<file path="src/rtl/i2c_pkg.sv">
// Shared types and constants for the single-register I2C master.
package i2c_pkg;

  typedef enum logic [3:0] {
    ST_IDLE,
    ST_START,
    ST_ADDR_W,
    ST_IDX,
    ST_DATA_W,
    ST_RESTART,
    ST_ADDR_R,
    ST_DATA_R,
    ST_STOP,
    ST_DONE
  } i2c_mst_state_t;

  localparam logic       I2C_RW_WRITE     = 1'b0;
  localparam logic       I2C_RW_READ      = 1'b1;
  localparam logic [6:0] DEFAULT_DEV_ADDR = 7'h5D;
  localparam logic [3:0] ACK_BIT          = 4'd8;

  function automatic logic is_byte_state(input i2c_mst_state_t s);
    return (s == ST_ADDR_W) || (s == ST_IDX) || (s == ST_DATA_W) ||
           (s == ST_ADDR_R) || (s == ST_DATA_R);
  endfunction

endpackage

</file>
<file path="src/rtl/i2c_phase_timer.sv">
// Quarter-bit timer: down-counter reloading every CLK_DIV cycles, with a 2-bit phase index.
module i2c_phase_timer #(
  parameter int CLK_DIV = 16
) (
  input  logic       CLK,
  input  logic       RST,
  input  logic       start,
  output logic       quarter_tick,
  output logic [1:0] phase
);

  localparam int            CW     = (CLK_DIV > 1) ? $clog2(CLK_DIV) : 1;
  localparam logic [CW-1:0] RELOAD = CW'(CLK_DIV - 1);

  logic [CW-1:0] cnt;

  assign quarter_tick = (cnt == '0);

  // start realigns the phase so every transaction begins on a fresh q0
  always_ff @(posedge CLK) begin
    if (RST || start) begin
      cnt   <= RELOAD;
      phase <= 2'd0;
    end else if (quarter_tick) begin
      cnt   <= RELOAD;
      phase <= phase + 2'd1;
    end else begin
      cnt   <= cnt - CW'(1);
    end
  end

endmodule

</file>
<file path="src/rtl/i2c_reg_master.sv">
// Command-driven I2C master for single-register write/read on 7-bit slaves.
// state   | meaning
// IDLE    | bus released, CMD_READY high
// START   | start condition from idle bus
// ADDR_W  | address byte with write bit
// IDX     | register index byte
// DATA_W  | write data byte
// RESTART | repeated start before read address
// ADDR_R  | address byte with read bit
// DATA_R  | read data byte, master NACKs
// STOP    | stop condition
// DONE    | one-cycle response pulse
module i2c_reg_master
  import i2c_pkg::*;
#(
  parameter int CLK_DIV = 16
) (
  input  logic       CLK,
  input  logic       RST,
  input  logic       CMD_VALID,
  output logic       CMD_READY,
  input  logic       CMD_RW,
  input  logic [6:0] CMD_DEV,
  input  logic [7:0] CMD_IDX,
  input  logic [7:0] CMD_WDATA,
  output logic       RSP_VALID,
  output logic [7:0] RSP_RDATA,
  output logic       RSP_ERR,
  output logic       SCL_o,
  output logic       SDA_o,
  input  logic       SDA_i
);

  i2c_mst_state_t state, state_next;
  logic       ready_q, rw_q, nack_q, err_q, rsp_err_q;
  logic [6:0] dev_q;
  logic [7:0] idx_q, wdata_q, rx_sh, rsp_rdata_q, tx_byte;
  logic [3:0] bit_cnt;
  logic [1:0] phase;
  logic       quarter_tick, handshake, sample, bit_end, byte_done;

  assign handshake = CMD_VALID && ready_q;
  assign sample    = quarter_tick && (phase == 2'd2);
  assign bit_end   = quarter_tick && (phase == 2'd3);
  assign byte_done = bit_end && (bit_cnt == ACK_BIT);

  assign CMD_READY = ready_q;
  assign RSP_VALID = (state == ST_DONE);
  assign RSP_RDATA = rsp_rdata_q;
  assign RSP_ERR   = rsp_err_q;

  i2c_phase_timer #(.CLK_DIV(CLK_DIV)) u_timer (
    .CLK          (CLK),
    .RST          (RST),
    .start        (handshake),
    .quarter_tick (quarter_tick),
    .phase        (phase)
  );

  always_comb begin
    state_next = state;
    case (state)
      ST_IDLE:    if (handshake) state_next = ST_START;
      ST_START:   if (bit_end) state_next = ST_ADDR_W;
      ST_ADDR_W:  if (byte_done) state_next = nack_q ? ST_STOP : ST_IDX;
      ST_IDX:     if (byte_done) state_next = nack_q ? ST_STOP :
                                 (rw_q == I2C_RW_READ) ? ST_RESTART : ST_DATA_W;
      ST_DATA_W:  if (byte_done) state_next = ST_STOP;
      ST_RESTART: if (bit_end) state_next = ST_ADDR_R;
      ST_ADDR_R:  if (byte_done) state_next = nack_q ? ST_STOP : ST_DATA_R;
      ST_DATA_R:  if (byte_done) state_next = ST_STOP;
      ST_STOP:    if (bit_end) state_next = ST_DONE;
      ST_DONE:    state_next = ST_IDLE;
      default:    state_next = ST_IDLE;
    endcase
  end

  always_comb begin
    tx_byte = 8'hFF;
    case (state)
      ST_ADDR_W: tx_byte = {dev_q, I2C_RW_WRITE};
      ST_IDX:    tx_byte = idx_q;
      ST_DATA_W: tx_byte = wdata_q;
      ST_ADDR_R: tx_byte = {dev_q, I2C_RW_READ};
      default:   tx_byte = 8'hFF;
    endcase
  end

  // SDA only moves together with or after SCL falling, except in START/RESTART/STOP
  always_comb begin
    SCL_o = 1'b1;
    SDA_o = 1'b1;
    case (state)
      ST_START: begin
        SCL_o = (phase != 2'd3);
        SDA_o = ~phase[1];
      end
      ST_RESTART: begin
        SCL_o = phase[1] ^ phase[0];
        SDA_o = ~phase[1];
      end
      ST_STOP: begin
        SCL_o = (phase != 2'd0);
        SDA_o = phase[1];
      end
      ST_ADDR_W, ST_IDX, ST_DATA_W, ST_ADDR_R, ST_DATA_R: begin
        SCL_o = phase[1];
        SDA_o = (bit_cnt == ACK_BIT) ? 1'b1 : tx_byte[~bit_cnt[2:0]];
      end
      default: begin
        SCL_o = 1'b1;
        SDA_o = 1'b1;
      end
    endcase
  end

  always_ff @(posedge CLK) begin
    if (RST) begin
      state       <= ST_IDLE;
      ready_q     <= 1'b0;
      rw_q        <= I2C_RW_WRITE;
      dev_q       <= 7'h00;
      idx_q       <= 8'h00;
      wdata_q     <= 8'h00;
      bit_cnt     <= 4'd0;
      rx_sh       <= 8'h00;
      nack_q      <= 1'b0;
      err_q       <= 1'b0;
      rsp_rdata_q <= 8'h00;
      rsp_err_q   <= 1'b0;
    end else begin
      state   <= state_next;
      ready_q <= (state_next == ST_IDLE);
      if (handshake) begin
        rw_q    <= CMD_RW;
        dev_q   <= CMD_DEV;
        idx_q   <= CMD_IDX;
        wdata_q <= CMD_WDATA;
        err_q   <= 1'b0;
      end
      if (sample && is_byte_state(state)) begin
        if (bit_cnt == ACK_BIT) nack_q <= SDA_i;
        else if (state == ST_DATA_R) rx_sh <= {rx_sh[6:0], SDA_i};
      end
      if (bit_end && is_byte_state(state))
        bit_cnt <= (bit_cnt == ACK_BIT) ? 4'd0 : bit_cnt + 4'd1;
      // the master's own NACK on the read byte is not an error
      if (byte_done && nack_q && (state != ST_DATA_R)) err_q <= 1'b1;
      if ((state == ST_STOP) && bit_end) begin
        rsp_err_q   <= err_q;
        rsp_rdata_q <= (err_q || (rw_q == I2C_RW_WRITE)) ? 8'h00 : rx_sh;
      end
    end
  end

endmodule

</file>
<file path="config.mk">
export PLATFORM = sky130hd
export DESIGN_NAME = i2c_reg_master
export DESIGN_NICKNAME = d
export VERILOG_FILES = /design/src/rtl/i2c_pkg.sv /design/src/rtl/i2c_phase_timer.sv /design/src/rtl/i2c_reg_master.sv
export SDC_FILE = /design/constraint.sdc
export NUM_CORES = 1
export LEC_CHECK = 0
export BUFFER_PORTS_ARGS = -buffer_cell sky130_fd_sc_hd__buf_2
export CORE_MARGIN = 5
export CORE_UTILIZATION = 52
export DETAILED_ROUTE_END_ITERATION = 10
export GPL_ROUTABILITY_DRIVEN = 0
export PLACE_DENSITY = 0.73
export REMOVE_ABC_BUFFERS = 1
export SLEW_MARGIN = 40
export SYNTH_ARGS = -nofsm -noshare
export SYNTH_HDL_FRONTEND = slang
export SYNTH_SLANG_ARGS = --single-unit
</file>
<file path="constraint.sdc">
create_clock -name CLK -period 2.4 [get_ports CLK]
set_clock_uncertainty 0.15 [all_clocks]
set_input_delay 0.12 -clock CLK [delete_from_list [all_inputs] [get_ports CLK]]
set_output_delay 0.12 -clock CLK [all_outputs]
set_load 0.02 [all_outputs]
</file>
== After elaboration in Yosys (flattened, before gate mapping) ==
Cells that the tools add are included.
W data, S select, Z words.
Cells by class
  order comparisons: 1
  equality and inequality tests: 14
  reduce and logical (&&, ||, !) cells: 26
  muxes and demuxes: 23
  bitwise gates (word level): 5
  $add $sub $neg: 3
Operator list (count)
  $mux W4: 12
  $pmux W4 S8: 1
  $pmux W8 S4: 1
  $eq A4 B3 Y1 const B: 4
  $eq A4 B4 Y1 const B: 3
  $logic_not A4 Y1: 3
  $logic_and A1 B1 Y1: 9
  $eq A4 B2 Y1 const B: 2
  $mux W8: 1
  $logic_or A1 B1 Y1: 6
  $reduce_or A2 Y1: 3
  $mux W1: 5
  $reduce_or A5 Y1: 1
  $add A4 B1 Y4 const B: 1
  $eq A2 B2 Y1 const B: 2
  $eq A4 B1 Y1 const B: 1
  $lt A3 B4 Y1 const B: 1
  $ne A4 B3 Y1 const B: 1
  $pmux W1 S4: 1
  $reduce_bool A2 Y1: 2
  $sub A4 B1 Y4 const B: 1
  $bmux W1 S3: 1
  $not A1 Y1: 3
  $not A3 Y3: 1
  other kinds (6): 6
Word-level totals
  logic and storage cells: 86
  flip-flop bits (word level): 58
  input bits: 28

== Longest topological paths before layout ==
Gate-level depths: netlist of run 1.
  depth in word-level cells: 7
  gate-level depth with buffers: 9

== Modules after synthesis ==
Synthesis of run 1 repeated with hierarchy kept, for this count alone.
Unflattened totals
  cell total of the unflattened synthesis: 355
  area total of the unflattened synthesis: 2805.2 um^2
Modules (own cells, without submodules)
  i2c_reg_master: area an instance 2537.4 um^2, times used 1, cells each 329
  i2c_phase_timer: area an instance 267.8 um^2, times used 1, cells each 26

== Least setup slack after synthesis of run 1 ==
OpenSTA, ideal clock, no wires.
  kind: reg-to-reg
  start point: reg bit_cnt[0]
  end point: reg rx_sh[0]
  path buffers: 2
  arrival: 1.887 ns
  required time: 2.122 ns
  clock period less this slack: 2.164 ns
  cell stages (with the launch flop): 9
  slack: 0.236 ns
  cell sequence: dfxtp_1 -> clkbuf_1 -> inv_1 -> ha_1 -> and3b_1 -> clkbuf_1 -> nor3_4 -> mux2i_1 -> nor2_1
On the way
  cells in the longest elaborated chain, start to end: 3
Ends and longest elaborated chain
  start: declaration: RTL line i2c_reg_master.sv:38  | logic [3:0] bit_cnt;
  start signal: assignment: RTL line i2c_reg_master.sv:146  | bit_cnt <= (bit_cnt == ACK_BIT) ? 4'd0 : bit_cnt + 4'd1;
  $eq A4 B4 Y1: RTL line i2c_reg_master.sv:142  | if (bit_cnt == ACK_BIT) nack_q <= SDA_i;
  $not A1 Y1 (no line)
  $reduce_and A3 Y1 (no line)
  end signal: assignment: RTL line i2c_reg_master.sv:143  | else if (state == ST_DATA_R) rx_sh <= {rx_sh[6:0], SDA_i};
  end: declaration: RTL line i2c_reg_master.sv:37  | logic [7:0] idx_q, wdata_q, rx_sh, rsp_rdata_q, tx_byte;
No other way between the ends.
A chain may end at the register's enable or synchronous reset.

== Worst setup path in the final report of run 1 ==
  start point: reg state[1]
  end point: out SDA_o
On the way
  cells in the longest elaborated chain, start to end: 6
Ends and longest elaborated chain
  start: declaration: RTL line i2c_reg_master.sv:34  | i2c_mst_state_t state, state_next;
  start signal: assignment: RTL line i2c_reg_master.sv:132  | state <= state_next;
  $eq A4 B3 Y1 or $eq A4 B2 Y1 (tied branches): RTL line i2c_reg_master.sv:80, i2c_reg_master.sv:93
  $pmux W8 S4: RTL line i2c_reg_master.sv:80  | case (state)
  $bmux W1 S3: RTL line i2c_reg_master.sv:108  | SDA_o = (bit_cnt == ACK_BIT) ? 1'b1 : tx_byte[~bit_cnt[2:0]];
  $mux W1 (implied by the code): RTL line i2c_reg_master.sv:108
  $mux W1: RTL line i2c_reg_master.sv:108
  $pmux W1 S3 *: RTL line i2c_reg_master.sv:93  | case (state)
  end: declaration: RTL line i2c_reg_master.sv:30  | output logic SDA_o,
Mark *: on every way between the ends. The rest lies on a longest branch, timed or not. The select of a mux whose other input is x is not followed.

==> metrics.md, run 1 <==
| Metric | Value |
|---|---|
| Metal3 WL | `262 um` |
| Post-synth EDFFs | `0` |
| Worst-case hold path end point | `u_timer.phase[0]` |
| Core area | `0.00514 mm^2` |
| Largest net degree at the start of global routing | `32` |
| RSZ-0062 raised after global routing | `yes` |
| Final Total Pwr | `2.11 mW` |
| Data required, critical path | `2.13 ns` |
| Routed Antenna Nets | `0` |
| Hold Slack | `0.107 ns` |
| First-pass iteration count of the detailed router | `4` |
| Worst relative slew slack | `0.615` |
| Distinct cells, synth | `50` |
| Synthesized cell area | `0.00276 mm^2` |
| Status | `finished, final reports clean` |
| Row count | `26` |
| Die Ht | `82.8 um` |
| Worst-margin pin slew | `0.577 ns` |
| Crit. End Element | `primary output` |
| Critical path peak fanout | `7` |
| Clock Sink Count | `58` |
| Initial cell density of the core | `0.537` |
| MaxCap Viol Count | `0` |
| DR iter-0 viols | `169` |
| DP Area | `0.00306 mm^2` |
| Max IR drop VDD | `423 uV` |
| Antenna cells | `0` |
| Vias per cell | `5.25` |
| Post-Synthesis Cells | `340` |
| Detailed-route DRC error count | `0` |
| Seq/Total Area, Yosys | `0.421` |
| Setup Viol. Count Final | `0` |
| Post-synth ARST share | `0` |
| Flops & latches, synth | `58` |
| Clock slew at the register clock pins of the worst setup and hold paths | `0.06 ns` |
| DR WL met2 | `3120 um` |
| Clock tree buffer depth | `2` |
| Worst-skew pair later-pin latency | `0.34 ns` |
| Post-DP HPWL | `4500 um` |
| Met1 WL | `3150 um` |
| Total wire length | `6640 um` |
| CTS tree | `yes` |
| Min-delay src | `CMD_VALID` |
| Port-buffer cells | `40` |
| Nets | `444` |
| Final min period | `2.38 ns` |
| Pwr Density | `598 mW/mm^2` |
| H-tree depth | `3` |
| Syn-to-layout area delta | `27.9%` |
| RR Startpoint | `u_timer.cnt[0]` |
| Slew Limit Fails | `0` |
| Die width | `82.8 um` |
| Via count | `2,542` |
| Antenna violations before repair | `0` |
| Hold crit path type | `input pin to register` |
| Final instance area | `0.00353 mm^2` |
| Top sig layer | `met4` |
| Critical Path AT | `2.11 ns` |
| CTS buffer count | `9` |
| Warnings, synthesis | `0` |
| I/O pins | `41` |
| Share of layout cells above drive strength 1 | `0.200` |
| Global Route Usage Sum | `0.200` |
| CTS root buffer | `clkbuf_8` |
| Reg2Reg Capture Point | `CMD_READY` |
| Vias in the first global route | `2,459` |
| Die footprint | `0.00686 mm^2` |
| Reg2Reg Depth | `7` |
| Final Hold Viols | `0` |
| Crit path launch type | `register` |
| Max frequency | `420 MHz` |
| FF-to-FF setup slack | `0.37 ns` |
| WL/cell | `13.7 um` |
| Gr ovfl total | `0` |
| LEAKAGE | `1.33 nW` |
| Main synth FF type | `dfxtp_1` |
| Hold path cells | `3` |
| Final Cycle Share | `0.993` |
| Mean post-synth cell area | `8.11 um^2` |
| CP Class | `register to primary output` |
| First-pass GRT wire length | `11,300 um` |
-- synth_stat cells (all sizes together) (2+ instances only) --
library cell,n,area [um^2]
o2bb2ai,5,43.8
nor3b,3,27.5
mux2i,11,110
and3b,3,26.3
clkbuf,13,48.8
o21ai,10,50.0
nand2b,2,12.5
nor4,3,33.8
xnor2,3,26.3
dfxtp,58,1160
o211ai,2,15.0
nor2b,8,50.1
a21oi,43,215
nand4,3,25.0
buf,9,45.0
nor3,8,51.3
a22oi,4,30.0
nand2,74,278
o21a,2,15.0
ha,7,87.6
a311oi,3,32.5
a31oi,3,18.8
inv,10,37.5
nor2,29,109
nand3,9,50.1
-- flip-flops by register name, indices dropped and copies added (netlist names), 2 cells and up --
register / cells
u_timer.phase: 2
wdata_q: 8
RSP_RDATA: 8
u_timer.cnt: 4
rx_sh: 8
idx_q: 8
bit_cnt: 4
dev_q: 7
state: 4
-- placed cells by master, fill, tap and decap left out, types with 4 or more instances in the layout --
cell,instances
mux2i_1,11
dfxtp_1,56
a21oi_1,43
nand2_1,73
dlygate4sd3_1,25
o21ai_0,7
buf_4,16
nor2_1,29
inv_1,9
nor2b_1,8
o2bb2ai_1,5
clkbuf_8,11
nor3_1,7
a22oi_1,4
ha_1,7
buf_2,39
nand3_1,8
-- repair_timing --
action                     CTS  global route
setup endpoints to repair    1             1
resized for setup            0             3
buffers inserted             1             0
hold endpoints to repair    26             0
pin swaps                    1             0
hold buffers                25             0
-- worst max-delay path by stage --
stage          startpoint    end  slack [ns]  cells after the start
3_3_place_gp     state[0]  SDA_o        0.29                      5
2_1_floorplan    state[1]  SDA_o        0.01                      4
5_1_grt          state[0]  SDA_o       -0.05                      7
6_report         state[1]  SDA_o        0.02                      6
3_5_place_dp     state[0]  SDA_o        0.27                      5
4_1_cts          state[1]  SDA_o       0.005                      6
-- per-layer routing --
metal  GRT usage  up-vias
met3      0.0347       11
met4      0.0951        0
li1            -     1306
met2       0.310       43
met1       0.269     1182
met5           0        -
-- power breakdown --
| part | internal [mW] | switching (mW) | total [mW] |
|---|---|---|---|
| registers | 0.991 | 0.0199 | 1.01 |
| logic | 0.0830 | 0.0950 | 0.178 |
| clock network | 0.534 | 0.387 | 0.921 |
-- layout make-up --
cell class / instances / area [um^2]
Clock buffer: 12 / 155
Sequential cell: 58 / 1160
Multi-Input combinational cell: 250 / 1470
Tap cell: 70 / 87.6
Clock inverter: 4 / 50.0
Timing Repair Buffer: 80 / 566
Fill cell: 454 / 1610
Inverter: 10 / 37.5
-- metrics by stage --
| stage | setup WS [ns] | utilization | cells | setup TNS [ns] |
|---|---|---|---|---|
| 5_1_grt | -0.0525 | 0.686 | 484 | -0.0525 |
| 3_5_place_dp | 0.273 | 0.595 | 442 | 0 |
| 3_3_place_gp | 0.291 | 0.595 | 442 | 0 |
| 6_report | 0.0170 | 0.686 | 484 | 0 |
| 2_1_floorplan | 0.0132 | - | 318 | 0 |
| 4_1_cts | 0.00500 | 0.685 | 484 | 0 |
-- cell families after synthesis --
| logic type | after synthesis | synth area share |
|---|---|---|
| flops | 58 | 0.421 |
| simple gates | 149 | 0.267 |
| fa+ha+maj | 7 | 0.0318 |
| buf+inv | 32 | 0.0476 |
| mux | 12 | 0.0481 |
| compound gates | 79 | 0.175 |
| xor+xnor | 3 | 0.00953 |
-- critical path: stages, from the launching register on --
cell      delay (ns)
dfxtp_2         0.34
nor4b_4         0.26
buf_4           0.19
a22oi_1         0.09
mux4_2          0.48
a311oi_2        0.24
buf_4           0.19
Power figures use the tool's default switching activity.
==> run 2: changes to the inputs <==
Settings changed: CORE_UTILIZATION 52 to 40, PLACE_DENSITY 0.73 to 0.58.
==> run 2 against run 1 <==
Compared with the run above: first-iteration DRC count shrank 13%; die area is 26% higher; largest power group unchanged; highest routed layer unchanged; count of clock-buffer cells in the layout is 1 lower; cell area is 0.57% lower; total power down 6.0%; sequential power about the same; final cell count grew 1.7%.
==> metrics.md, run 2 (synthesis gave the netlist of run 1 again) <==
| Metric | Value |
|---|---|
| Status | `finished, final reports clean (unchanged)` |
| Vias in the first global route | `2,468 (was 2,459)` |
| CP top delay family | `multiplexers (unchanged)` |
| Reg2Reg Capture Point | `rx_sh[2] (was CMD_READY)` |
| Placed cells | `450 (was 442)` |
| RR Startpoint | `u_timer.cnt[0] (unchanged)` |
| Data required, critical path | `2.13 ns (about the same)` |
| Hold crit path type | `input pin to register (unchanged)` |
| Setup tns final | `0 ns (unchanged)` |
| CP Class | `register to primary output (unchanged)` |
| Final non-filler cell total | `492 (was 484)` |
| Crit. End Element | `primary output (unchanged)` |
| Final Cycle Share | `0.983 (was 0.993)` |
| LEAKAGE | `1.31 nW (was 1.33 nW)` |
| DP Area | `0.00305 mm^2 (was 0.00306 mm^2)` |
| Most common cell after layout, fill and taps aside | `nand2_1 (unchanged)` |
| First-pass iteration count of the detailed router | `4 (unchanged)` |
| WP buf/inv | `2 (unchanged)` |
| Pwr Density | `566 mW/mm^2 (was 598 mW/mm^2)` |
| Clock slew at the register clock pins of the worst setup and hold paths | `0.06 ns (about the same)` |
| Port-buffer cells | `40 (unchanged)` |
| CTS root buffer | `clkbuf_8 (unchanged)` |
| Gr ovfl total | `0 (unchanged)` |
| Final min period | `2.36 ns (was 2.38 ns)` |
| Critical Path Max Stage Delay | `0.48 ns (about the same)` |
| Final instance area | `0.00351 mm^2 (was 0.00353 mm^2)` |
| Most frequent cells in the layout | `nand2_1 (73), dfxtp_1 (55), a21oi_1 (43) (was nand2_1 (73), dfxtp_1 (56), a21oi_1 (43))` |
| Total wire length | `6700 um (was 6640 um)` |
| Initial cell density of the core | `0.408 (was 0.537)` |
| Die width | `93.0 um (was 82.8 um)` |
| Hold path cells | `3 (unchanged)` |
| FF-to-FF setup slack | `0.35 ns (was 0.37 ns)` |
| Fin util | `0.519 (was 0.686)` |
| WL/cell | `13.6 um (was 13.7 um)` |
| Clock Sink Count | `58 (unchanged)` |
| Setup Viol. Count Final | `0 (unchanged)` |
| Worst-case hold path end point | `u_timer.phase[1] (was u_timer.phase[0])` |
| RSZ-0062 raised after global routing | `yes (unchanged)` |
| Crit path launch type | `register (unchanged)` |
| Post-DP HPWL | `4590 um (was 4500 um)` |
| Hold Slack | `0.108 ns (was 0.107 ns)` |
| Clock tree buffer depth | `2 (unchanged)` |
| Nets | `442 (was 444)` |
| Worst-skew pair later-pin latency | `0.34 ns (about the same)` |
| Global Route Usage Sum | `0.168 (was 0.200)` |
| Min-delay src | `CMD_VALID (unchanged)` |
| Max frequency | `424 MHz (was 420 MHz)` |
| Syn-to-layout area delta | `27.2% (was 27.9%)` |
| Antenna cells | `0 (unchanged)` |
| MaxCap Viol Count | `0 (unchanged)` |
| Slew Limit Fails | `0 (unchanged)` |
| Die Ht | `93.0 um (was 82.8 um)` |
| Critical-path cell list | `buf_6 -> nand2_1 -> o2bb2ai_1 -> a22oi_1 -> mux4_2 -> a311oi_2 -> buf_4 (was nor4b_4 -> buf_4 -> a22oi_1 -> mux4_2 -> a311oi_2 -> buf_4)` |
| Share of layout cells above drive strength 1 | `0.204 (was 0.200)` |
| Routed Antenna Nets | `0 (unchanged)` |
| Detailed-route DRC error count | `0 (unchanged)` |
| Final Hold Viols | `0 (unchanged)` |
| H-tree depth | `3 (unchanged)` |
| Vias per cell | `5.14 (was 5.25)` |
| Critical Path AT | `2.09 ns (was 2.11 ns)` |
| Largest net degree at the start of global routing | `36 (was 32)` |
| Worst relative slew slack | `0.576 (was 0.615)` |
| CTS buffer count | `9 (unchanged)` |
| Critical path peak fanout | `10 (was 7)` |
| CP max stage cell | `mux4_2 (unchanged)` |
| Max IR drop VDD | `412 uV (was 423 uV)` |
| I/O pins | `41 (unchanged)` |
| First-pass GRT wire length | `11,600 um (was 11,300 um)` |
| CTS tree | `yes (unchanged)` |
| Reg2Reg Depth | `8 (was 7)` |
| DR iter-0 viols | `147 (was 169)` |
| Antenna violations before repair | `0 (unchanged)` |
| Row count | `30 (was 26)` |
| Worst-margin pin slew | `0.635 ns (was 0.577 ns)` |
| Core area | `0.00676 mm^2 (was 0.00514 mm^2)` |
| Die footprint | `0.00865 mm^2 (was 0.00686 mm^2)` |
| Via count | `2,529 (was 2,542)` |
## run 2: worst max-delay path by stage
stage	start	endpoint	slack [ns]	cells past startpoint
2_1_floorplan	state[1]	SDA_o	0.01	4
3_3_place_gp	state[0]	SDA_o	0.29	5
3_5_place_dp	state[0]	SDA_o	0.26	5
4_1_cts	state[3]	SDA_o	0.002	5
5_1_grt	state[1]	SDA_o	-0.09	5
6_report	state[0]	SDA_o	0.04	7
## run 2: where the power goes
part | internal (mW) | switching (mW) | total, mW | leakage [nW]
Combinational | 0.0837 | 0.0955 | 0.179 | 0.751
Sequential | 0.991 | 0.0196 | 1.01 | 0.472
Clock | 0.397 | 0.399 | 0.795 | 0.0851
## run 2: through the flow
step	power, mW	worst slack (ns)
floorplan	1.10	0.0132
global placement	1.17	0.285
detailed placement	1.18	0.264
CTS	2.01	0.00170
global route	2.08	-0.0879
finish	1.98	0.0396
## run 2: per-layer routing
metal | track usage | wire (um) | vias to the layer above
met5 | 0 | 0 | -
met4 | 0.0891 | 150 | 0
met3 | 0.0306 | 231 | 12
met2 | 0.255 | 2940 | 42
met1 | 0.227 | 3370 | 1164
li1 | - | - | 1311
## run 2: layout make-up
type / instances / area (um^2)
Clock buffer: 11 / 141
Timing Repair Buffer: 78 / 554
Clock inverter: 5 / 30.0
Fill cell: 669 / 3250
Tap cell: 80 / 100
Sequential cell: 58 / 1160
Inverter: 10 / 40.0
Multi-Input combinational cell: 250 / 1480
## run 2: what timing repair did
action,in CTS,in global routing
gates resized for setup,4,4
gates cloned,0,0
hold buffers,25,0
endpoints found under the hold margin,26,0
buffers inserted,1,0
setup endpoints to repair,1,2
pin swaps,1,2
## run 2: worst register-to-register path, delay by kind of cell, from the launching register on
family        cells  cell delay, ns
simple gates      4            0.75
flops             1            0.32
buf+inv           2            0.29
mux               1            0.21
fa+ha+maj         1            0.19
